`config.mk`:
```
export PLATFORM = sky130hd
export DESIGN_NAME = serial_sub
export DESIGN_NICKNAME = d
export VERILOG_FILES = /design/src/rtl/serial_sub.sv
export SDC_FILE = /design/constraint.sdc
export NUM_CORES = 1
export LEC_CHECK = 0
export ABC_CLOCK_PERIOD_IN_PS = 1400
export CORE_MARGIN = 4
export CORE_UTILIZATION = 42
export DETAILED_ROUTE_END_ITERATION = 6
export GPL_TIMING_DRIVEN = 0
export PLACE_DENSITY = 0.8
export SETUP_SLACK_MARGIN = 0.15
export SLEW_MARGIN = 0
export SYNTH_ARGS = -nofsm -noshare
export SYNTH_HDL_FRONTEND = slang
export SYNTH_SLANG_ARGS = --single-unit
```
`constraint.sdc`:
```
create_clock -name clk -period 1.4 [get_ports clk]
set_input_delay 0.35 -clock clk [delete_from_list [all_inputs] [get_ports clk]]
set_output_delay 0.35 -clock clk [all_outputs]
set_load 0.01 [all_outputs]
```
`src/rtl/serial_sub.sv`:
```
// serial_sub: bit-serial subtractor d = a - b - bin, LSB first, one bit per clock.
// A single full-subtractor cell works through the operand bits. The borrow between
// bits is held in a register.
// Optional feature: define SERIAL_SUB_OVF_EN to add the signed-overflow output ovf.
module serial_sub #(
    parameter int WIDTH = 8
) (
    input  logic             clk,
    input  logic             rst,
    input  logic             start,
    input  logic [WIDTH-1:0] a,
    input  logic [WIDTH-1:0] b,
    input  logic             bin,
    output logic             busy,
    output logic             done,
    output logic [WIDTH-1:0] d,
    output logic             bo
`ifdef SERIAL_SUB_OVF_EN
    ,
    output logic             ovf
`endif
);

    localparam int CNT_W = (WIDTH > 1) ? $clog2(WIDTH) : 1;

    typedef enum logic [1:0] {
        IDLE = 2'd0,
        RUN  = 2'd1,
        DONE = 2'd2
    } state_t;

    state_t state_q;
    state_t state_d;

    logic [WIDTH-1:0] ra;
    logic [WIDTH-1:0] rb;
    logic [WIDTH-1:0] rr;
    logic             br;
    logic [CNT_W-1:0] cnt;

    logic             x;
    logic             br_nxt;
    logic             last;

    // One full-subtractor cell: returns {borrow_out, difference}.
    function automatic logic [1:0] fsub_cell(input logic ai, input logic bi, input logic bri);
        logic diff;
        logic bout;
        diff = ai ^ bi ^ bri;
        bout = (~ai & bi) | (~(ai ^ bi) & bri);
        return {bout, diff};
    endfunction

    // Current bit of the subtraction and detection of the final bit.
    always_comb begin
        {br_nxt, x} = fsub_cell(ra[0], rb[0], br);
        last        = (cnt == CNT_W'(WIDTH - 1));
    end

    // Next-state logic and status outputs decoded from the state.
    always_comb begin
        state_d = state_q;
        busy    = 1'b0;
        done    = 1'b0;
        case (state_q)
            IDLE: begin
                if (start) state_d = RUN;
            end
            RUN: begin
                busy = 1'b1;
                if (last) state_d = DONE;
            end
            DONE: begin
                done    = 1'b1;
                state_d = start ? RUN : IDLE;
            end
            default: state_d = IDLE;
        endcase
    end

    // State register.
    always_ff @(posedge clk) begin
        if (rst) state_q <= IDLE;
        else     state_q <= state_d;
    end

    // Operand load, per-bit shift, and result capture on the last bit.
    always_ff @(posedge clk) begin
        if (rst) begin
            ra  <= '0;
            rb  <= '0;
            rr  <= '0;
            br  <= 1'b0;
            cnt <= '0;
            d   <= '0;
            bo  <= 1'b0;
`ifdef SERIAL_SUB_OVF_EN
            ovf <= 1'b0;
`endif
        end else begin
            case (state_q)
                IDLE, DONE: begin
                    if (start) begin
                        ra  <= a;
                        rb  <= b;
                        br  <= bin;
                        cnt <= '0;
                    end
                end
                RUN: begin
                    ra <= ra >> 1;
                    rb <= rb >> 1;
                    rr <= {x, rr[WIDTH-1:1]};
                    br <= br_nxt;
                    // The counter parks on the last index so it never wraps mid-operation.
                    if (!last) cnt <= cnt + 1'b1;
                    if (last) begin
                        d  <= {x, rr[WIDTH-1:1]};
                        bo <= br_nxt;
`ifdef SERIAL_SUB_OVF_EN
                        // Borrow into the MSB differs from borrow out of it on signed overflow.
                        ovf <= br ^ br_nxt;
`endif
                    end
                end
                default: ;
            endcase
        end
    end

endmodule
```
==> results.sh, run 1 <==
export IMPL_status="finished, violations left"
export IMPL_violations="setup timing"
export IMPL_vias_per_cell=5.53
export IMPL_io_pin_count=31
export IMPL_grt_usage=0.196
export IMPL_setup_slack_ns=-0.0876
export IMPL_dr_pass1_iters=4
export IMPL_drt_initial_drc_count=187
export IMPL_die_w_um=68.5
export IMPL_hold_slack_ns=0.466
export IMPL_end_kind="output port"
export IMPL_cp_data_required_time_ns=1.05
export IMPL_synth_nets=212
export IMPL_synth_seq_cells=38
export IMPL_path_class="flop to output port"
export IMPL_cts_buffers_inserted=5
export IMPL_crit_arrival_ns=1.14
export IMPL_post_route_min_period_ns=1.49
export IMPL_clk_latency_ns=0.31
export IMPL_routed_wl_mm=5.33
export IMPL_finalSetupViolCount=2
export IMPL_grt_max_degree=13
export IMPL_final_max_slew_violation_count=0
export IMPL_initial_utilization=0.447
export IMPL_yosys_warnings=0
export IMPL_slowest_stage="dfxtp_2"
export IMPL_final_util=0.760
export IMPL_die_area_sq_um=4700
export IMPL_synth_area_sq_um=1540
export IMPL_fin_cells=295
export IMPL_antenna_found_initial=0
export IMPL_critPathBufInv=4
export IMPL_rows=21
export IMPL_vias=1631
export IMPL_syn2layout_area_growth_pct=69.9
export IMPL_drc_errors=0
export IMPL_slew_limit_headroom=0.586
export IMPL_netlist_instances=189
export IMPL_dpl_hpwl_mm=2.49
export IMPL_io_buffers=29
export IMPL_crit_chain="nand2b_4 > buf_6 > inv_4 > buf_6 > buf_6"
export IMPL_grt_setup_unrepaired="true"
export IMPL_drv_cap=0
export IMPL_ant_nets=0
export IMPL_core_sq_um=3440
export IMPL_hold_class="flop to flop"
export IMPL_wl_per_cell_um=18.1
export IMPL_ys_seq_area_frac=0.494
export IMPL_totalPowerFinal_mw=2.89
export IMPL_cts_clk_slew_worst_paths_ns=0.08
export IMPL_cts_tree="built"
export IMPL_worstSetupStartpointType="flop"
export IMPL_final_cell_mix="36 x nand2_1, 32 x dfxtp_1, 17 x clkdlybuf4s50_1"
export IMPL_critPathMostFrequentCell="buf_6"
export IMPL_finalCritPeriodShare=1.06
export IMPL_fmax_mhz=672
export IMPL_layout_drive_gt1_share=0.478
export IMPL_dp_cells=264
export IMPL_postPlaceCellArea_sq_um=1920
export IMPL_skew_ns=0.0138
export IMPL_powerDensity_nw_per_um2=1110
export IMPL_place_gp_congestion=0.768
export IMPL_layout_nets=271
export IMPL_worst_pin_slew_ns=0.621
export IMPL_pre_cts_ws_ns=-0.460
export IMPL_crit_fanout=2
export IMPL_htreeDepth=2
export IMPL_die_h_um=68.5
export IMPL_grt_pass1_wl_mm=6.79
export IMPL_fin_area_sq_um=2620
export IMPL_yosysUniqueCellTypes=21
export IMPL_clockBufferDepth=2
export IMPL_power_leakage_nw=0.993
export IMPL_tns_ns=-0.127
export IMPL_clock_sinks=38
export IMPL_hold_violations=0
export IMPL_max_stage_delay_ns=0.33
export IMPL_overflow=0
export IMPL_grt_pass1_vias=1484
export IMPL_root_buffer="clkbuf_8"
export IMPL_crit_family="buffers and inverters"
export IMPL_num_antenna_cells=0
export IMPL_final_common_cell="nand2_1"
export IMPL_ir_worst_vdd_v=0.000926
export IMPL_syn_area_per_cell_sq_um=8.14
final cells by class:
class	instances	area, sq um
plain buffers	15	154
inverters	3	13.8
repair buffers	52	488
flip-flops and latches	38	771
clock buffers	6	82.6
fillers	205	827
clock inverters	2	60.1
well taps	46	57.6
multi-input cells	133	988
Yosys cell counts:
library cell,count,share of area
a21oi_1,23,0.075
dfxtp_1,38,0.49
fa_1,1,0.013
inv_1,2,0.0049
nand2_1,54,0.13
buf_1,2,0.0049
nor3b_1,1,0.0049
a311oi_1,15,0.085
ha_1,2,0.016
buf_4,3,0.015
inv_2,1,0.0024
nor2b_1,2,0.0081
nand3_1,14,0.046
buf_6,1,0.0073
nor2_1,15,0.037
clkbuf_1,3,0.0073
buf_2,6,0.020
or3b_2,1,0.0057
nand2b_1,3,0.012
a2bb2oi_1,1,0.0057
nand3b_1,1,0.0049
final timing paths:
path	startpoint	to	slack, ns	cells past startpoint
min reg2reg	rr[5]	rr[4]	0.47	2
max reg2reg	state_q[1]	cnt[1]	0.03	6
max	state_q[1]	busy	-0.09	5
min	rr[5]	rr[4]	0.47	2
tightest hold or removal path: stages, from the launching register on:
cell and delay, ns:
dfxtp_1 0.33, nand2_1 0.06, a21oi_1 0.05
sequential cells by signal, summed over array words and instances, names as in the netlist:
register  count
state_q       2
d             8
br            1
rr            7
ra            8
cnt           3
bo            1
rb            8
routing by layer:
| layer | global-route usage | wire, um |
|---|---|---|
| met1 | 0.255 | 2120 |
| met2 | 0.318 | 2730 |
| met3 | 0.0600 | 403 |
| met4 | 0.0447 | 79 |
| met5 | 0 | 0 |
what timing repair did:
| action | in CTS | in global routing |
|---|---|---|
| cloned | 3 | 2 |
| setup endpoints to repair | 42 | 42 |
| pin swaps | 12 | 32 |
| endpoints found under the hold margin | 0 | 0 |
| gates resized for setup | 62 | 83 |
| buffers inserted | 12 | 6 |
| hold buffers | 0 | 0 |
kinds of logic after synthesis:
logic type	count (synthesis)	synth area share
AND/OR/NAND/NOR	91	0.250
adder cells (fa/ha/maj)	3	0.0293
buffers and inverters	18	0.0610
flip-flops	38	0.494
AO/OA/AOI/OAI	39	0.166
power breakdown:
part	internal, mW	switching [mW]	total, mW
Combinational	0.272	0.257	0.529
Sequential	1.14	0.0456	1.18
Clock	0.760	0.420	1.18
Note: power is estimated with default switching activity, not from simulation.
==> run 2, diff against run 1 <==
--- a/config.mk
+++ b/config.mk
@@ -7,10 +7,10 @@
 export LEC_CHECK = 0
 export ABC_CLOCK_PERIOD_IN_PS = 1400
 export CORE_MARGIN = 4
-export CORE_UTILIZATION = 42
+export CORE_UTILIZATION = 45
 export DETAILED_ROUTE_END_ITERATION = 6
 export GPL_TIMING_DRIVEN = 0
-export PLACE_DENSITY = 0.8
+export PLACE_DENSITY = 0.84
 export SETUP_SLACK_MARGIN = 0.15
 export SLEW_MARGIN = 0
 export SYNTH_ARGS = -nofsm -noshare
==> run 2 against run 1 <==
Net effect: the flow still finishes with violations (setup timing); flip-flop and latch count stayed put; wire length rose by 6.5%; via count grew 4.2%; first-iteration DRC count down 4.8%; count of clock-buffer cells in the layout unchanged; largest cell class unchanged.
==> results.sh, run 2 (synthesis results as in run 1) <==
export IMPL_io_pin_count=31
export IMPL_pre_cts_ws_ns=-0.454
export IMPL_reg_top3="d (8), ra (8), rb (8)"
export IMPL_violations="setup timing"
export IMPL_root_buffer="clkbuf_4"
export IMPL_crit_family="buffers and inverters"
export IMPL_critPathMostFrequentCell="buf_6"
export IMPL_overflow=0
export IMPL_grt_pass1_wl_mm=7.02
export IMPL_r2r_slack_ns=-0.04
export IMPL_syn2layout_area_growth_pct=70.3
export IMPL_worstSetupStartpointType="flop"
export IMPL_grt_usage=0.211
export IMPL_final_common_cell="nand2_1"
export IMPL_critPathBufInv=4
export IMPL_crit_chain="nand2b_4 > buf_6 > inv_4 > buf_6 > buf_6"
export IMPL_die_area_sq_um=4420
export IMPL_r2r_end="ra[2]"
export IMPL_timing_rr_start="state_q[0]"
export IMPL_dp_cells=262
export IMPL_cts_hold_fix_buffers=0
export IMPL_vias_per_cell=5.80
export IMPL_grt_setup_unrepaired="true"
export IMPL_die_w_um=66.5
export IMPL_min_from="d[6]"
export IMPL_powerDensity_nw_per_um2=1030
export IMPL_place_gp_congestion=0.779
export IMPL_crit_fanout=3
export IMPL_ant_nets=0
export IMPL_die_h_um=66.5
export IMPL_hold_depth=2
export IMPL_wl_per_cell_um=19.4
export IMPL_clock_sinks=38
export IMPL_max_stage_delay_ns=0.34
export IMPL_slowest_stage="dfxtp_2"
export IMPL_fillers=170
export IMPL_drc_errors=0
export IMPL_layout_drive_gt1_share=0.554
export IMPL_hold_violations=0
export IMPL_setup_slack_ns=-0.125
export IMPL_end_kind="output port"
export IMPL_layout_nets=271
export IMPL_clk_latency_ns=0.37
export IMPL_path_class="flop to output port"
export IMPL_finalSetupViolCount=7
export IMPL_crit_arrival_ns=1.18
export IMPL_cts_clk_slew_worst_paths_ns=0.10
export IMPL_drt_initial_drc_count=178
export IMPL_core_sq_um=3150
export IMPL_antenna_found_initial=0
export IMPL_drv_cap=0
export IMPL_hold_class="flop to flop"
export IMPL_num_antenna_cells=0
export IMPL_final_cell_mix="33 x nand2_1, 23 x dfxtp_1, 21 x buf_6"
export IMPL_fmax_mhz=656
export IMPL_grt_pass1_vias=1557
export IMPL_htreeDepth=2
export IMPL_grt_max_degree=13
export IMPL_clockBufferDepth=2
export IMPL_whs_endpoint="d[6]"
export IMPL_final_util=0.831
export IMPL_skew_ns=0.0164
export IMPL_rows=20
export IMPL_fin_cells=293
export IMPL_hold_slack_ns=0.460
export IMPL_worst_r2r_cell_count=7
export IMPL_final_max_slew_violation_count=0
export IMPL_cp_data_required_time_ns=1.05
export IMPL_status="finished, violations left"
export IMPL_initial_utilization=0.488
export IMPL_dr_pass1_iters=4
export IMPL_power_leakage_nw=0.975
export IMPL_worst_pin_slew_ns=0.646
export IMPL_cts_tree="built"
export IMPL_io_buffers=29
export IMPL_slew_limit_headroom=0.569
export IMPL_dpl_hpwl_mm=2.42
export IMPL_finalCritPeriodShare=1.09
export IMPL_routed_wl_mm=5.68
export IMPL_ir_worst_vdd_v=0.000925
export IMPL_vias=1700
export IMPL_cts_buffers_inserted=5
export IMPL_post_route_min_period_ns=1.53
==> run 2: final cells by class <==
type                       count  area, sq um  area share
buffer                        15          156      0.0597
clock buffer                   6         51.3      0.0196
inverter                       3         13.8     0.00525
clock inverter                 2         60.1      0.0229
timing repair buffer          52          492       0.188
sequential                    38          785       0.299
multi-input combinational    133         1010       0.385
tap                           44         55.1      0.0210
==> run 2: timing repair <==
item / in CTS / in global routing
gates resized for setup: 97 / 78
pin swaps: 16 / 47
gates cloned: 1 / 3
setup endpoints to repair: 43 / 37
setup buffers: 13 / 6
==> run 2: metrics by stage <==
stage	cell area, sq um	TNS (ns)	total power [mW]
after floorplan	1580	0	1.37
after global placement	1920	-5.38	1.48
after detailed placement	1920	-5.46	1.49
after CTS	2260	-0.170	2.55
after global routing	2620	-0.645	2.79
final	2620	-0.250	2.71
==> run 2: routing by layer <==
| metal | routed length (um) | GRT usage |
|---|---|---|
| met1 | 2320 | 0.245 |
| met2 | 2760 | 0.354 |
| met3 | 438 | 0.0641 |
| met4 | 156 | 0.0964 |
| met5 | 0 | 0 |
==> run 2: worst min-delay path, stage by stage (launching register included) <==
cell,delay [ns]
dfxtp_2,0.34
nand2_2,0.05
a21oi_2,0.04
==> run 2: how the worst max path moves through the flow <==
stage          startpoint  endpoint  slack (ns)  cells after the start
6_report       state_q[1]      busy       -0.13                      5
5_1_grt        state_q[1]      busy       -0.18                      5
3_5_place_dp   state_q[1]      busy       -0.45                      5
4_1_cts        state_q[1]      busy       -0.12                      5
3_3_place_gp   state_q[0]      busy       -0.43                      5
2_1_floorplan      cnt[1]    cnt[2]        0.11                      5
==> run 2: power breakdown <==
group	leakage (nW)	switching, mW	total [mW]	internal, mW
Sequential	0.318	0.0486	1.18	1.14
Combinational	0.598	0.270	0.540	0.270
Clock	0.0585	0.382	0.987	0.605
